$ cat src/rtl/la_andn_pipe.sv
// Pipelined N-input AND/NAND reduction with valid/ready handshaking.
// Each stage folds one partial product into the next; the final stage drives z directly.
module la_andn_pipe #(
    parameter int unsigned N      = 8,
    parameter int unsigned STAGES = 2,
    parameter bit          INVERT = 1'b0,
    parameter              PROP   = "DEFAULT"
) (
    input  logic         clk,
    input  logic         nreset,
    input  logic         in_valid,
    input  logic [N-1:0] in,
    output logic         in_ready,
    output logic         out_valid,
    output logic         z,
    input  logic         out_ready
);

    localparam int unsigned W    = STAGES;
    localparam int unsigned LAST = STAGES - 1;

    if (N < 2 || STAGES < 1 || STAGES > N - 1) begin : g_bad_cfg
        $error("la_andn_pipe(%s): requires N >= 2 and 1 <= STAGES <= N-1", PROP);
    end

    logic [W-1:0]      grp;
    logic [STAGES-1:0] vld;
    logic [STAGES-1:0] vld_src;
    logic [STAGES-1:0] acc;
    logic              fin;

    // Operand split into W contiguous groups, one AND per group
    always_comb begin
        grp = '1;
        for (int unsigned i = 0; i < N; i++) begin
            if (!in[i]) grp[(i * W) / N] = 1'b0;
        end
    end

    // Stage k can take a new entry when empty or when its contents move on
    always_comb begin
        logic take;
        acc       = '0;
        take      = !vld[LAST] || out_ready;
        acc[LAST] = take;
        for (int k = int'(LAST) - 1; k >= 0; k--) begin
            take   = !vld[k] || take;
            acc[k] = take;
        end
    end

    assign vld_src   = STAGES'({vld, in_valid});
    assign in_ready  = acc[0];
    assign out_valid = vld[LAST];

    always_ff @(posedge clk or negedge nreset) begin
        if (!nreset) begin
            vld <= '0;
        end else begin
            vld <= (acc & vld_src) | (~acc & vld);
        end
    end

    if (STAGES > 1) begin : g_multi
        logic [W-1:0] data [STAGES-1];
        logic [W-1:0] src  [STAGES-1];

        // Each later stage ANDs the two lowest partials and shifts the rest down
        always_comb begin
            src[0] = grp;
            for (int k = 1; k < int'(STAGES) - 1; k++) begin
                src[k]    = {1'b1, data[k-1][W-1:1]};
                src[k][0] = data[k-1][0] & data[k-1][1];
            end
        end

        always_ff @(posedge clk or negedge nreset) begin
            if (!nreset) begin
                for (int k = 0; k < int'(STAGES) - 1; k++) data[k] <= '0;
            end else begin
                for (int k = 0; k < int'(STAGES) - 1; k++) begin
                    if (acc[k]) data[k] <= src[k];
                end
            end
        end

        assign fin = &data[STAGES-2];
    end else begin : g_single
        assign fin = &grp;
    end

    // Final stage: z is forced low whenever the stage loads a bubble
    always_ff @(posedge clk or negedge nreset) begin
        if (!nreset) begin
            z <= 1'b0;
        end else if (acc[LAST]) begin
            z <= vld_src[LAST] & (fin ^ INVERT);
        end
    end

endmodule
$ cat config.mk
export PLATFORM = sky130hd
export DESIGN_NAME = la_andn_pipe
export DESIGN_NICKNAME = d
export VERILOG_FILES = /design/src/rtl/la_andn_pipe.sv
export SDC_FILE = /design/constraint.sdc
export NUM_CORES = 1
export LEC_CHECK = 0
export CAP_MARGIN = 20
export CORE_AREA = 3 3 40 42
export CTS_CLUSTER_SIZE = 20
export DETAILED_ROUTE_END_ITERATION = 6
export DIE_AREA = 0 0 43 45
export PLACE_DENSITY = 0.4
export RECOVER_POWER = 100
export SLEW_MARGIN = 10
export SYNTH_ARGS = -nofsm -noshare
export SYNTH_HDL_FRONTEND = slang
export SYNTH_SLANG_ARGS = --single-unit
$ cat constraint.sdc
create_clock -name clk -period 1 [get_ports clk]
set_clock_uncertainty 0.05 [all_clocks]
set_input_delay 0.1 -clock clk [delete_from_list [all_inputs] [get_ports clk]]
set_output_delay 0.1 -clock clk [all_outputs]
set_load 0.01 [all_outputs]
==> impl_results.html, run 1 <==
<table>
<tr><th>Metric</th><th>Value</th></tr>
<tr><th colspan="2">Placed design</th></tr>
<tr><td>Placed cell areas</td><td>404 µm²</td></tr>
<tr><td>IO Port Bufs</td><td>14</td></tr>
<tr><td>Gpl congestion</td><td>0.678</td></tr>
<tr><td>Worst-case setup slack after placement</td><td>-0.416 ns</td></tr>
<tr><td>DP Cell Count</td><td>50</td></tr>
<tr><td>HPWL reported at the end of detailed placement</td><td>401 µm</td></tr>
<tr><th colspan="2">Timing</th></tr>
<tr><td>Transition time of the tightest slew-check pin</td><td>0.229 ns</td></tr>
<tr><td>Period minus WS final</td><td>1.07 ns</td></tr>
<tr><td>Final Setup Violations</td><td>2</td></tr>
<tr><td>Worst slew slack as a fraction of its limit</td><td>84.7%</td></tr>
<tr><td>Crit path setup slack, layout</td><td>-0.0717 ns</td></tr>
<tr><td>Final Hold Slack</td><td>0.104 ns</td></tr>
<tr><td>Achievable clock frequency</td><td>933 MHz</td></tr>
<tr><td>RSZ-0062 raised after global routing</td><td>true</td></tr>
<tr><td>Max-slew violations</td><td>0</td></tr>
<tr><td>Hold violation total from the final report</td><td>0</td></tr>
<tr><td>Fraction of the cycle the final worst path needs</td><td>107%</td></tr>
<tr><th colspan="2">Clocking</th></tr>
<tr><td>CTS tree</td><td>yes</td></tr>
<tr><td>Number of clock sinks seen by CTS</td><td>5</td></tr>
<tr><td>Bufs on Longest Clock Path</td><td>2</td></tr>
<tr><td>Maximum level of the CTS H-tree</td><td>1</td></tr>
<tr><td>Total clock buffers created by CTS</td><td>3</td></tr>
<tr><td>Clock latency at the later pin of the worst-skew pair</td><td>0.24 ns</td></tr>
<tr><td>Setup repair bufs after CTS</td><td>0</td></tr>
<tr><td>Clk Tree Root Cell</td><td>sky130_fd_sc_hd__clkbuf_4</td></tr>
<tr><td>CTS clk-pin slew, worst paths</td><td>0.04 ns</td></tr>
<tr><th colspan="2">Synth</th></tr>
<tr><td>Cell accounting for the most synthesized area</td><td>sky130_fd_sc_hd__dfrtp_1</td></tr>
<tr><td>Sequential fraction of the synthesis area</td><td>56.2%</td></tr>
<tr><td>Synth top area cells</td><td>sky130_fd_sc_hd__dfrtp_1 (56%), sky130_fd_sc_hd__mux2i_1 (9.0%), sky130_fd_sc_hd__nand3b_4 (9.0%)</td></tr>
<tr><td>Count of state elements after synthesis</td><td>5</td></tr>
<tr><td>Synth Area per Inst</td><td>12.4 µm²</td></tr>
<tr><td>Net count after synthesis</td><td>30</td></tr>
<tr><td>Area of the mapped netlist</td><td>223 µm²</td></tr>
<tr><td>Cells after Synth</td><td>18</td></tr>
<tr><td>Top-area cell type share of the netlist area</td><td>56.2%</td></tr>
<tr><td>Yosys synthesis warning count</td><td>0</td></tr>
<tr><td>Number of distinct library cells after synthesis</td><td>11</td></tr>
<tr><th colspan="2">Floorplan</th></tr>
<tr><td>Die extent in x</td><td>43 µm</td></tr>
<tr><td>Number of top-level design ports</td><td>15</td></tr>
<tr><td>Core area</td><td>1280 µm²</td></tr>
<tr><td>Die ar.</td><td>1940 µm²</td></tr>
<tr><td>Die height</td><td>45 µm</td></tr>
<tr><td>Initial Util</td><td>17.3%</td></tr>
<tr><td>Core Rows</td><td>13</td></tr>
<tr><th colspan="2">Setup path</th></tr>
<tr><td>R2R Setup Slk</td><td>-0.07 ns</td></tr>
<tr><td>Kind of cell adding the most delay to the critical path</td><td>flip-flops</td></tr>
<tr><td>Crit path DAT</td><td>1.14 ns</td></tr>
<tr><td>Series of cell instances along the critical path</td><td>buf_6 &gt; and2b_1 &gt; or2_1</td></tr>
<tr><td>Cell depth of the worst flop-to-flop path</td><td>3</td></tr>
<tr><td>Critical path start-end classification</td><td>reg2reg</td></tr>
<tr><td>Required time worst endpoint</td><td>1.07 ns</td></tr>
<tr><td>Total stage count of the critical path</td><td>3</td></tr>
<tr><td>Highest net fanout along the worst path</td><td>3</td></tr>
<tr><td>Critical Path Start Type</td><td>register</td></tr>
<tr><td>Crit path buffers/inverters</td><td>1</td></tr>
<tr><td>Slowest Stage Delay on Critical Path</td><td>0.42 ns</td></tr>
<tr><td>Endpoint type of the worst setup path</td><td>register</td></tr>
<tr><td>CP max stage cell</td><td>sky130_fd_sc_hd__dfrtp_1</td></tr>
<tr><th colspan="2">Global routing</th></tr>
<tr><td>Number of global-route vias before repair</td><td>199</td></tr>
<tr><td>Global-route wire length before repair</td><td>821 µm</td></tr>
<tr><td>Global-route usage over all layers</td><td>6.20%</td></tr>
<tr><td>Pin count of the biggest net entering global routing</td><td>6</td></tr>
<tr><td>Total congestion overflow</td><td>0</td></tr>
<tr><td>Initial antenna violation count</td><td>0</td></tr>
<tr><th colspan="2">Pwr</th></tr>
<tr><td>Power density of the placed cells</td><td>1300 nW/µm²</td></tr>
<tr><td>P_leak</td><td>0.191 nW</td></tr>
<tr><td>Overall power of the completed layout</td><td>0.000550 W</td></tr>
<tr><td>Max VDD drop</td><td>0.477 mV</td></tr>
<tr><th colspan="2">Route</th></tr>
<tr><td>Starting DRC count in detailed routing</td><td>1</td></tr>
<tr><td>Aggregate routed wire length</td><td>482 µm</td></tr>
<tr><td>Vias per inst</td><td>3.80</td></tr>
<tr><td>Final routed wire length divided by cell count</td><td>8.93 µm</td></tr>
<tr><td>DRC Markers</td><td>0</td></tr>
<tr><td>TritonRoute pass-1 iters</td><td>2</td></tr>
<tr><td>Via total after detailed routing</td><td>205</td></tr>
<tr><td>Remaining antenna violation count</td><td>0</td></tr>
<tr><th colspan="2">Run</th></tr>
<tr><td>Count of max-cap constraint violations</td><td>0</td></tr>
<tr><th colspan="2">Layout</th></tr>
<tr><td>Design Area, Final</td><td>424 µm²</td></tr>
<tr><td>Cell Count, Final, Fillers Out</td><td>54</td></tr>
<tr><td>Synthesis-to-finish area growth</td><td>90.4%</td></tr>
<tr><td>Nets@finish</td><td>52</td></tr>
<tr><td>Proportion of layout cells with a drive suffix above 1</td><td>23.1%</td></tr>
<tr><td>Diodes inserted</td><td>0</td></tr>
<tr><th colspan="2">Status</th></tr>
<tr><td>Outcome</td><td>finished, violations left</td></tr>
<tr><td>Failing checks</td><td>negative setup slack</td></tr>
<tr><th colspan="2">Min path</th></tr>
<tr><td>Type of the worst min-delay path</td><td>in2async</td></tr>
</table>
[report_power, final]
group          switching (W)  internal [W]
Combinational      0.0000281     0.0000714
Clock              0.0000781      0.000151
Sequential        0.00000964      0.000213
Total               0.000116      0.000435
[per-stage QoR]
step | TNS (ns) | util, %
2_1_floorplan | 0 | -
3_3_place_gp | -1.03 | 31.5
3_5_place_dp | -1.13 | 31.5
4_1_cts | -0.121 | 33.5
5_1_grt | -0.167 | 33.0
6_report | -0.0959 | 33.0
[cell families (layout without fill, tap and decap cells)]
kind of cell	after synthesis	in the layout	share of synthesized area, %
AOI/OAI and AO/OA	1	1	2.25
buffers and inverters	2	23	3.37
DFF	5	5	56.2
muxes	2	2	8.99
and+or+nand+nor	8	8	29.2
[what timing repair did]
item	CTS	global route
pin swaps	0	0
gates resized for setup	12	1
setup endpoints to repair	4	4
hold buffers	0	0
[layer usage]
metal  part of all wire (%)  GRT usage (%)  vias up
met4                      0           7.23        0
met2                     43           8.68       14
met5                      0              0        -
met1                     42           5.88       87
met3                     15           3.59        0
li1                       -              -      104
[synth_stat cells, drive strengths merged]
| cell | number |
|---|---|
| dfrtp | 5 |
| inv | 2 |
| mux2i | 2 |
| nand3b | 2 |
| nand4 | 2 |
| and2b | 1 |
| nand2b | 1 |
| nand3 | 1 |
| o21ai | 1 |
| or2 | 1 |
[layout by cell type, fill, tap and decap left out]
| master | netlist | final |
|---|---|---|
| sky130_fd_sc_hd__buf_6 | 0 | 2 |
| sky130_fd_sc_hd__nand3b_1 | 1 | 1 |
| sky130_fd_sc_hd__mux2i_1 | 2 | 2 |
| sky130_fd_sc_hd__dlygate4sd3_1 | 0 | 1 |
| sky130_fd_sc_hd__clkbuf_1 | 0 | 2 |
| sky130_fd_sc_hd__dfrtp_1 | 5 | 5 |
| sky130_fd_sc_hd__inv_1 | 2 | 2 |
| sky130_fd_sc_hd__buf_4 | 0 | 2 |
| sky130_fd_sc_hd__and2b_1 | 1 | 1 |
| sky130_fd_sc_hd__clkbuf_4 | 0 | 3 |
| sky130_fd_sc_hd__nand2b_1 | 1 | 1 |
| sky130_fd_sc_hd__nand4_1 | 2 | 2 |
| sky130_fd_sc_hd__nand3b_4 | 1 | 1 |
| sky130_fd_sc_hd__buf_2 | 0 | 1 |
| sky130_fd_sc_hd__or2_1 | 1 | 1 |
| sky130_fd_sc_hd__o21ai_1 | 1 | 1 |
| sky130_fd_sc_hd__clkdlybuf4s50_1 | 0 | 10 |
| sky130_fd_sc_hd__nand3_1 | 1 | 1 |
[final cells by class]
type,count,area [µm²]
Fill cell,135,861
Timing Repair Buffer,17,156
Sequential cell,5,125
Multi-Input combinational cell,11,90.1
Clock buffer,4,26.3
Tap cell,15,18.8
Inverter,2,7.51
[worst register-to-register path, delay by kind of cell, from the launching register on]
family | cells | cell delay, ns
flops | 1 | 0.42
simple gates | 2 | 0.35
buf+inv | 1 | 0.14
[worst min path at each step]
stage / endpoint / slack (ns) / cells past startpoint
after CTS: asynchronous set/reset pin / 0.04 / 1
after floorplan: asynchronous set/reset pin / -0.25 / 0
after global placement: asynchronous set/reset pin / 0.30 / 1
after global routing: asynchronous set/reset pin / 0.12 / 1
final: asynchronous set/reset pin / 0.10 / 1
after detailed placement: asynchronous set/reset pin / 0.29 / 1
(Power assumes the default switching activity.)
==> run 2: changes to the inputs <==
Settings changed: CTS_BUF_LIST from default to sky130_fd_sc_hd__clkbuf_4.
==> impl_results.html, run 2 (synthesis gave the netlist of run 1 again) <==
<table>
<tr><th>Metric</th><th>Value</th></tr>
<tr><th colspan="2">Status</th></tr>
<tr><td>Outcome</td><td>finished, violations left</td></tr>
<tr><td>Failing checks</td><td>negative setup slack</td></tr>
<tr><th colspan="2">Route</th></tr>
<tr><td>DRC Markers</td><td>0 (unchanged)</td></tr>
<tr><td>Final routed wire length divided by cell count</td><td>8.98 µm (+0.62%)</td></tr>
<tr><td>Remaining antenna violation count</td><td>0 (unchanged)</td></tr>
<tr><td>Via total after detailed routing</td><td>203 (-0.98%)</td></tr>
<tr><td>Aggregate routed wire length</td><td>485 µm (+0.62%)</td></tr>
<tr><td>Vias per inst</td><td>3.76 (-0.98%)</td></tr>
<tr><td>TritonRoute pass-1 iters</td><td>2 (unchanged)</td></tr>
<tr><td>Starting DRC count in detailed routing</td><td>1 (unchanged)</td></tr>
<tr><th colspan="2">Setup path</th></tr>
<tr><td>Crit path buffers/inverters</td><td>1 (unchanged)</td></tr>
<tr><td>Kind of cell adding the most delay to the critical path</td><td>flip-flops</td></tr>
<tr><td>CP max stage cell</td><td>sky130_fd_sc_hd__dfrtp_1</td></tr>
<tr><td>Highest net fanout along the worst path</td><td>3 (unchanged)</td></tr>
<tr><td>Critical path start-end classification</td><td>reg2reg</td></tr>
<tr><td>Required time worst endpoint</td><td>1.07 ns (about the same)</td></tr>
<tr><td>Endpoint type of the worst setup path</td><td>register</td></tr>
<tr><td>Slowest Stage Delay on Critical Path</td><td>0.42 ns (about the same)</td></tr>
<tr><td>Crit path DAT</td><td>1.14 ns (about the same)</td></tr>
<tr><td>Critical Path Start Type</td><td>register</td></tr>
<tr><td>Series of cell instances along the critical path</td><td>buf_6 &gt; and2b_1 &gt; or2_1</td></tr>
<tr><th colspan="2">Pwr</th></tr>
<tr><td>Overall power of the completed layout</td><td>0.000578 W (+5.1%)</td></tr>
<tr><td>Power density of the placed cells</td><td>1350 nW/µm² (+4.2%)</td></tr>
<tr><td>P_leak</td><td>0.194 nW (+1.8%)</td></tr>
<tr><td>Max VDD drop</td><td>0.568 mV (+19%)</td></tr>
<tr><th colspan="2">Floorplan</th></tr>
<tr><td>Number of top-level design ports</td><td>15 (unchanged)</td></tr>
<tr><td>Die ar.</td><td>1940 µm² (unchanged)</td></tr>
<tr><td>Initial Util</td><td>17.3% (unchanged)</td></tr>
<tr><td>Die height</td><td>45 µm (unchanged)</td></tr>
<tr><td>Core Rows</td><td>13 (unchanged)</td></tr>
<tr><td>Core area</td><td>1280 µm² (unchanged)</td></tr>
<tr><td>Die extent in x</td><td>43 µm (unchanged)</td></tr>
<tr><th colspan="2">Timing</th></tr>
<tr><td>Crit path setup slack, layout</td><td>-0.0714 ns (+0.000282 ns)</td></tr>
<tr><td>Period minus WS final</td><td>1.07 ns (-0.000282 ns)</td></tr>
<tr><td>Fraction of the cycle the final worst path needs</td><td>107% (about the same)</td></tr>
<tr><td>RSZ-0062 raised after global routing</td><td>true</td></tr>
<tr><td>Final Setup Violations</td><td>2 (unchanged)</td></tr>
<tr><td>Max-slew violations</td><td>0 (unchanged)</td></tr>
<tr><td>Hold violation total from the final report</td><td>0 (unchanged)</td></tr>
<tr><td>Achievable clock frequency</td><td>933 MHz (about the same)</td></tr>
<tr><td>Transition time of the tightest slew-check pin</td><td>0.232 ns (+0.00262 ns)</td></tr>
<tr><td>Worst slew slack as a fraction of its limit</td><td>84.5% (-0.18 points)</td></tr>
<tr><th colspan="2">Global routing</th></tr>
<tr><td>Pin count of the biggest net entering global routing</td><td>6 (unchanged)</td></tr>
<tr><td>Global-route usage over all layers</td><td>5.95% (-0.25 points)</td></tr>
<tr><td>Initial antenna violation count</td><td>0 (unchanged)</td></tr>
<tr><td>Total congestion overflow</td><td>0 (unchanged)</td></tr>
<tr><td>Number of global-route vias before repair</td><td>199 (unchanged)</td></tr>
<tr><td>Global-route wire length before repair</td><td>814 µm (-0.85%)</td></tr>
<tr><th colspan="2">Run</th></tr>
<tr><td>Count of max-cap constraint violations</td><td>0 (unchanged)</td></tr>
<tr><th colspan="2">Clocking</th></tr>
<tr><td>Number of clock sinks seen by CTS</td><td>5 (unchanged)</td></tr>
<tr><td>Maximum level of the CTS H-tree</td><td>1 (unchanged)</td></tr>
<tr><td>CTS clk-pin slew, worst paths</td><td>0.04 ns (about the same)</td></tr>
<tr><td>Hold_buf cts</td><td>0 (unchanged)</td></tr>
<tr><td>Total clock buffers created by CTS</td><td>3 (unchanged)</td></tr>
<tr><td>Clk Tree Root Cell</td><td>sky130_fd_sc_hd__clkbuf_4</td></tr>
<tr><td>CTS tree</td><td>yes</td></tr>
<tr><td>Clock latency at the later pin of the worst-skew pair</td><td>0.24 ns (about the same)</td></tr>
<tr><td>Bufs on Longest Clock Path</td><td>2 (unchanged)</td></tr>
<tr><th colspan="2">Layout</th></tr>
<tr><td>Highest-count cells in the layout ignoring fill and taps</td><td>sky130_fd_sc_hd__clkdlybuf4s50_1 (10), sky130_fd_sc_hd__dfrtp_1 (5), sky130_fd_sc_hd__clkbuf_4 (4)</td></tr>
<tr><td>Cell Count, Final, Fillers Out</td><td>54 (unchanged)</td></tr>
<tr><td>Synthesis-to-finish area growth</td><td>92.1%</td></tr>
<tr><td>Most common cell after layout, fill and taps aside</td><td>sky130_fd_sc_hd__clkdlybuf4s50_1</td></tr>
<tr><td>Nets@finish</td><td>52 (unchanged)</td></tr>
<tr><td>Layout fillers</td><td>135 (unchanged)</td></tr>
<tr><td>Proportion of layout cells with a drive suffix above 1</td><td>25.6% (+2.6 points)</td></tr>
<tr><td>Diodes inserted</td><td>0 (unchanged)</td></tr>
<tr><th colspan="2">Placed design</th></tr>
<tr><td>IO Port Bufs</td><td>14 (unchanged)</td></tr>
<tr><td>DP Cell Count</td><td>50 (unchanged)</td></tr>
<tr><td>HPWL reported at the end of detailed placement</td><td>401 µm (unchanged)</td></tr>
<tr><td>Gpl congestion</td><td>0.678 (unchanged)</td></tr>
<tr><th colspan="2">Min path</th></tr>
<tr><td>Type of the worst min-delay path</td><td>in2async</td></tr>
</table>
-- run 2: metrics by stage --
| step | area [µm²] | setup slack (ns) | utilization (%) | setup TNS, ns | hold WS, ns |
|---|---|---|---|---|---|
| 2_1_floorplan | 223 | 0.0189 | - | 0 | -0.246 |
| 6_report | 428 | -0.0714 | 33.3 | -0.0980 | 0.104 |
| 3_5_place_dp | 404 | -0.416 | 31.5 | -1.13 | 0.292 |
| 3_3_place_gp | 404 | -0.397 | 31.5 | -1.03 | 0.295 |
| 5_1_grt | 428 | -0.0952 | 33.3 | -0.164 | 0.122 |
| 4_1_cts | 434 | -0.0786 | 33.8 | -0.119 | 0.0388 |
-- run 2: metal layers --
metal  share of wire, %  vias to the layer above  global-route usage, %
li1                   -                      103                      -
met3                 15                        0                   3.59
met1                 42                       86                   5.88
met4                  0                        0                   5.42
met5                  0                        -                      0
met2                 43                       14                   8.68
-- run 2: area by class of cell --
class                      count  area, µm²  area share (%)
tap                           15       18.8            4.39
sequential                     5        125            29.2
clock buffer                   4       30.0            7.02
timing repair buffer          17        156            36.5
multi-input combinational     11       90.1            21.1
inverter                       2       7.51            1.75
-- run 2: repair_timing --
action                                 4_1_cts  5_1_grt
setup endpoints to repair                    4        3
cloned                                       0        0
setup buffers                                0        0
endpoints found under the hold margin        0        0
resized for setup                           12        1
-- run 2: worst register-to-register path, stage by stage (launching register included) --
cell	delay, ns
sky130_fd_sc_hd__dfrtp_1	0.42
sky130_fd_sc_hd__buf_6	0.14
sky130_fd_sc_hd__and2b_1	0.15
sky130_fd_sc_hd__or2_1	0.20
-- run 2: where the power goes --
group,internal [W],total [W],leakage (nW),switching (W)
logic,0.0000714,0.0000998,0.113,0.0000283
registers,0.000213,0.000222,0.0627,0.00000960
clock network,0.000178,0.000257,0.0184,0.0000789
-- run 2: final timing paths --
| kind | from | to | slack (ns) | cells after the start |
|---|---|---|---|---|
| max in group asynchronous | nreset | asynchronous set/reset pin | 0.60 | 1 |
| max | register | register | -0.07 | 3 |
| max reg2reg | register | register | -0.07 | 3 |
| min in group clk | in_valid | register | 0.37 | 2 |
| min reg2reg | g_multi.data[0] | g_multi.data[0] | 0.47 | 2 |
| min | nreset | asynchronous set/reset pin | 0.10 | 1 |
==> run 3: changes to the inputs <==
Clock period 1 ns to 1.3 ns, I/O delays scaled along.
==> impl_results.html, run 3 (synthesis gave the netlist of run 1 again) <==
<table>
<tr><th>Metric</th><th>Value</th></tr>
<tr><th colspan="2">Status</th></tr>
<tr><td>Outcome</td><td>complete, no violations</td></tr>
<tr><th colspan="2">Route</th></tr>
<tr><td>Via total after detailed routing</td><td>207 (+2.0%)</td></tr>
<tr><td>DRC Markers</td><td>0 (unchanged)</td></tr>
<tr><td>Starting DRC count in detailed routing</td><td>2 (+1)</td></tr>
<tr><td>Remaining antenna violation count</td><td>0 (unchanged)</td></tr>
<tr><td>TritonRoute pass-1 iters</td><td>3 (+1)</td></tr>
<tr><td>Aggregate routed wire length</td><td>486 µm (+0.21%)</td></tr>
<tr><td>Vias per inst</td><td>3.98 (+5.9%)</td></tr>
<tr><td>Final routed wire length divided by cell count</td><td>9.35 µm (+4.1%)</td></tr>
<tr><th colspan="2">Floorplan</th></tr>
<tr><td>Initial Util</td><td>17.3% (unchanged)</td></tr>
<tr><td>Die ar.</td><td>1940 µm² (unchanged)</td></tr>
<tr><td>Core area</td><td>1280 µm² (unchanged)</td></tr>
<tr><td>Core Rows</td><td>13 (unchanged)</td></tr>
<tr><td>Die extent in x</td><td>43 µm (unchanged)</td></tr>
<tr><td>Die height</td><td>45 µm (unchanged)</td></tr>
<tr><td>Number of top-level design ports</td><td>15 (unchanged)</td></tr>
<tr><th colspan="2">Setup path</th></tr>
<tr><td>Critical path start-end classification</td><td>in2out</td></tr>
<tr><td>Crit path DAT</td><td>1.03 ns (-0.11 ns)</td></tr>
<tr><td>R2R Setup Slk</td><td>0.28 ns (+0.35 ns)</td></tr>
<tr><td>Critical Path Start Type</td><td>input pin</td></tr>
<tr><td>Cell depth of the worst flop-to-flop path</td><td>3 (unchanged)</td></tr>
<tr><td>Required time worst endpoint</td><td>1.12 ns (+0.05 ns)</td></tr>
<tr><td>Endpoint of the worst register-to-register path</td><td>g_multi.data[0]</td></tr>
<tr><td>Endpoint type of the worst setup path</td><td>output pin</td></tr>
<tr><td>Critical Path Source</td><td>out_ready</td></tr>
<tr><td>Highest net fanout along the worst path</td><td>3 (unchanged)</td></tr>
<tr><th colspan="2">Clocking</th></tr>
<tr><td>Bufs on Longest Clock Path</td><td>2 (unchanged)</td></tr>
<tr><td>Clk Tree Root Cell</td><td>sky130_fd_sc_hd__clkbuf_4</td></tr>
<tr><td>Setup repair bufs after CTS</td><td>0 (unchanged)</td></tr>
<tr><td>Post-cts resize count</td><td>3 (-9)</td></tr>
<tr><td>Maximum level of the CTS H-tree</td><td>1 (unchanged)</td></tr>
<tr><td>Clock latency at the later pin of the worst-skew pair</td><td>0.24 ns (about the same)</td></tr>
<tr><td>CTS clk-pin slew, worst paths</td><td>0.04 ns (about the same)</td></tr>
<tr><td>Hold_buf cts</td><td>0 (unchanged)</td></tr>
<tr><td>Total clock buffers created by CTS</td><td>3 (unchanged)</td></tr>
<tr><td>Number of clock sinks seen by CTS</td><td>5 (unchanged)</td></tr>
<tr><td>CTS tree</td><td>yes</td></tr>
<tr><th colspan="2">Global routing</th></tr>
<tr><td>Global-route wire length before repair</td><td>883 µm (+8.5%)</td></tr>
<tr><td>Total congestion overflow</td><td>0 (unchanged)</td></tr>
<tr><td>Pin count of the biggest net entering global routing</td><td>6 (unchanged)</td></tr>
<tr><td>Initial antenna violation count</td><td>0 (unchanged)</td></tr>
<tr><td>Global-route usage over all layers</td><td>6.95% (+1.0 points)</td></tr>
<tr><td>Number of global-route vias before repair</td><td>224 (+13%)</td></tr>
<tr><th colspan="2">Timing</th></tr>
<tr><td>Period minus WS final</td><td>1.21 ns</td></tr>
<tr><td>Crit path setup slack, layout</td><td>0.0935 ns (+0.165 ns)</td></tr>
<tr><td>Max-slew violations</td><td>0 (unchanged)</td></tr>
<tr><td>RSZ-0062 raised after global routing</td><td>false</td></tr>
<tr><td>Achievable clock frequency</td><td>829 MHz</td></tr>
<tr><td>Hold violation total from the final report</td><td>0 (unchanged)</td></tr>
<tr><td>Final Setup Violations</td><td>0 (-2)</td></tr>
<tr><td>Fraction of the cycle the final worst path needs</td><td>92.8%</td></tr>
<tr><td>Transition time of the tightest slew-check pin</td><td>0.235 ns (+0.00262 ns)</td></tr>
<tr><td>Worst slew slack as a fraction of its limit</td><td>84.3% (-0.18 points)</td></tr>
<tr><th colspan="2">Pwr</th></tr>
<tr><td>Overall power of the completed layout</td><td>0.000436 W (-25%)</td></tr>
<tr><td>P_leak</td><td>0.185 nW (-4.5%)</td></tr>
<tr><td>Max VDD drop</td><td>0.273 mV (-52%)</td></tr>
<tr><td>Power density of the placed cells</td><td>1060 nW/µm² (-22%)</td></tr>
<tr><th colspan="2">Min path</th></tr>
<tr><td>Type of the worst min-delay path</td><td>in2async</td></tr>
<tr><th colspan="2">Layout</th></tr>
<tr><td>Finished Core Util</td><td>32.0% (-1.3 points)</td></tr>
<tr><td>Design Area, Final</td><td>412 µm² (-3.8%)</td></tr>
<tr><td>Layout fillers</td><td>145 (+7.4%)</td></tr>
<tr><td>Most common cell after layout, fill and taps aside</td><td>sky130_fd_sc_hd__clkdlybuf4s50_1</td></tr>
<tr><td>Synthesis-to-finish area growth</td><td>84.8%</td></tr>
<tr><td>Diodes inserted</td><td>0 (unchanged)</td></tr>
<tr><td>Highest-count cells in the layout ignoring fill and taps</td><td>sky130_fd_sc_hd__clkdlybuf4s50_1 (10), sky130_fd_sc_hd__dfrtp_1 (5), sky130_fd_sc_hd__clkbuf_4 (4), sky130_fd_sc_hd__dlygate4sd2_1 (3)</td></tr>
<tr><td>Cell Count, Final, Fillers Out</td><td>52 (-3.7%)</td></tr>
<tr><td>Nets@finish</td><td>50 (-3.8%)</td></tr>
<tr><td>Proportion of layout cells with a drive suffix above 1</td><td>13.5% (-12 points)</td></tr>
<tr><th colspan="2">Placed design</th></tr>
<tr><td>Worst-case setup slack after placement</td><td>-0.175 ns (+0.241 ns)</td></tr>
<tr><td>Gpl congestion</td><td>0.672 (-0.87%)</td></tr>
<tr><td>Placed cell areas</td><td>389 µm² (-3.7%)</td></tr>
<tr><td>DP Cell Count</td><td>48 (-4.0%)</td></tr>
<tr><td>IO Port Bufs</td><td>14 (unchanged)</td></tr>
<tr><th colspan="2">Run</th></tr>
<tr><td>Count of max-cap constraint violations</td><td>0 (unchanged)</td></tr>
</table>
## run 3: how the worst max path moves through the flow
stage          cells past startpoint  endpoint
2_1_floorplan                      2  register
3_3_place_gp                       3  in_ready
3_5_place_dp                       3  in_ready
4_1_cts                            2  in_ready
5_1_grt                            2  in_ready
6_report                           3  in_ready
## run 3: area by class of cell
class,count,area (µm²),area share [%]
timing repair buffer,15,140,34.0
sequential,5,125,30.4
multi-input combinational,11,90.1,21.9
clock buffer,4,30.0,7.29
tap,15,18.8,4.56
inverter,2,7.51,1.82
## run 3: report_power, final
part / internal (W) / switching [W]
combinational: 0.0000447 / 0.0000185
clock: 0.000137 / 0.0000651
sequential: 0.000163 / 0.00000758
## run 3: routing by layer
layer,global-route usage [%],part of all wire [%],up-vias
li1,-,-,103
met3,3.98,14,0
met1,7.35,40,90
met4,9.04,0,0
met2,8.38,45,14
met5,0,0,-
## run 3: critical path: stages
cell	delay, ns
sky130_fd_sc_hd__clkdlybuf4s50_1	0.50
sky130_fd_sc_hd__nand3b_4	0.14
sky130_fd_sc_hd__dlygate4sd2_1	0.26
## run 3: per-stage QoR
step                      setup TNS [ns]  hold slack (ns)
final                                  0            0.131
after CTS                              0           0.0595
after floorplan                        0           -0.216
after detailed placement          -0.175            0.323
after global routing                   0            0.140
after global placement            -0.158            0.324
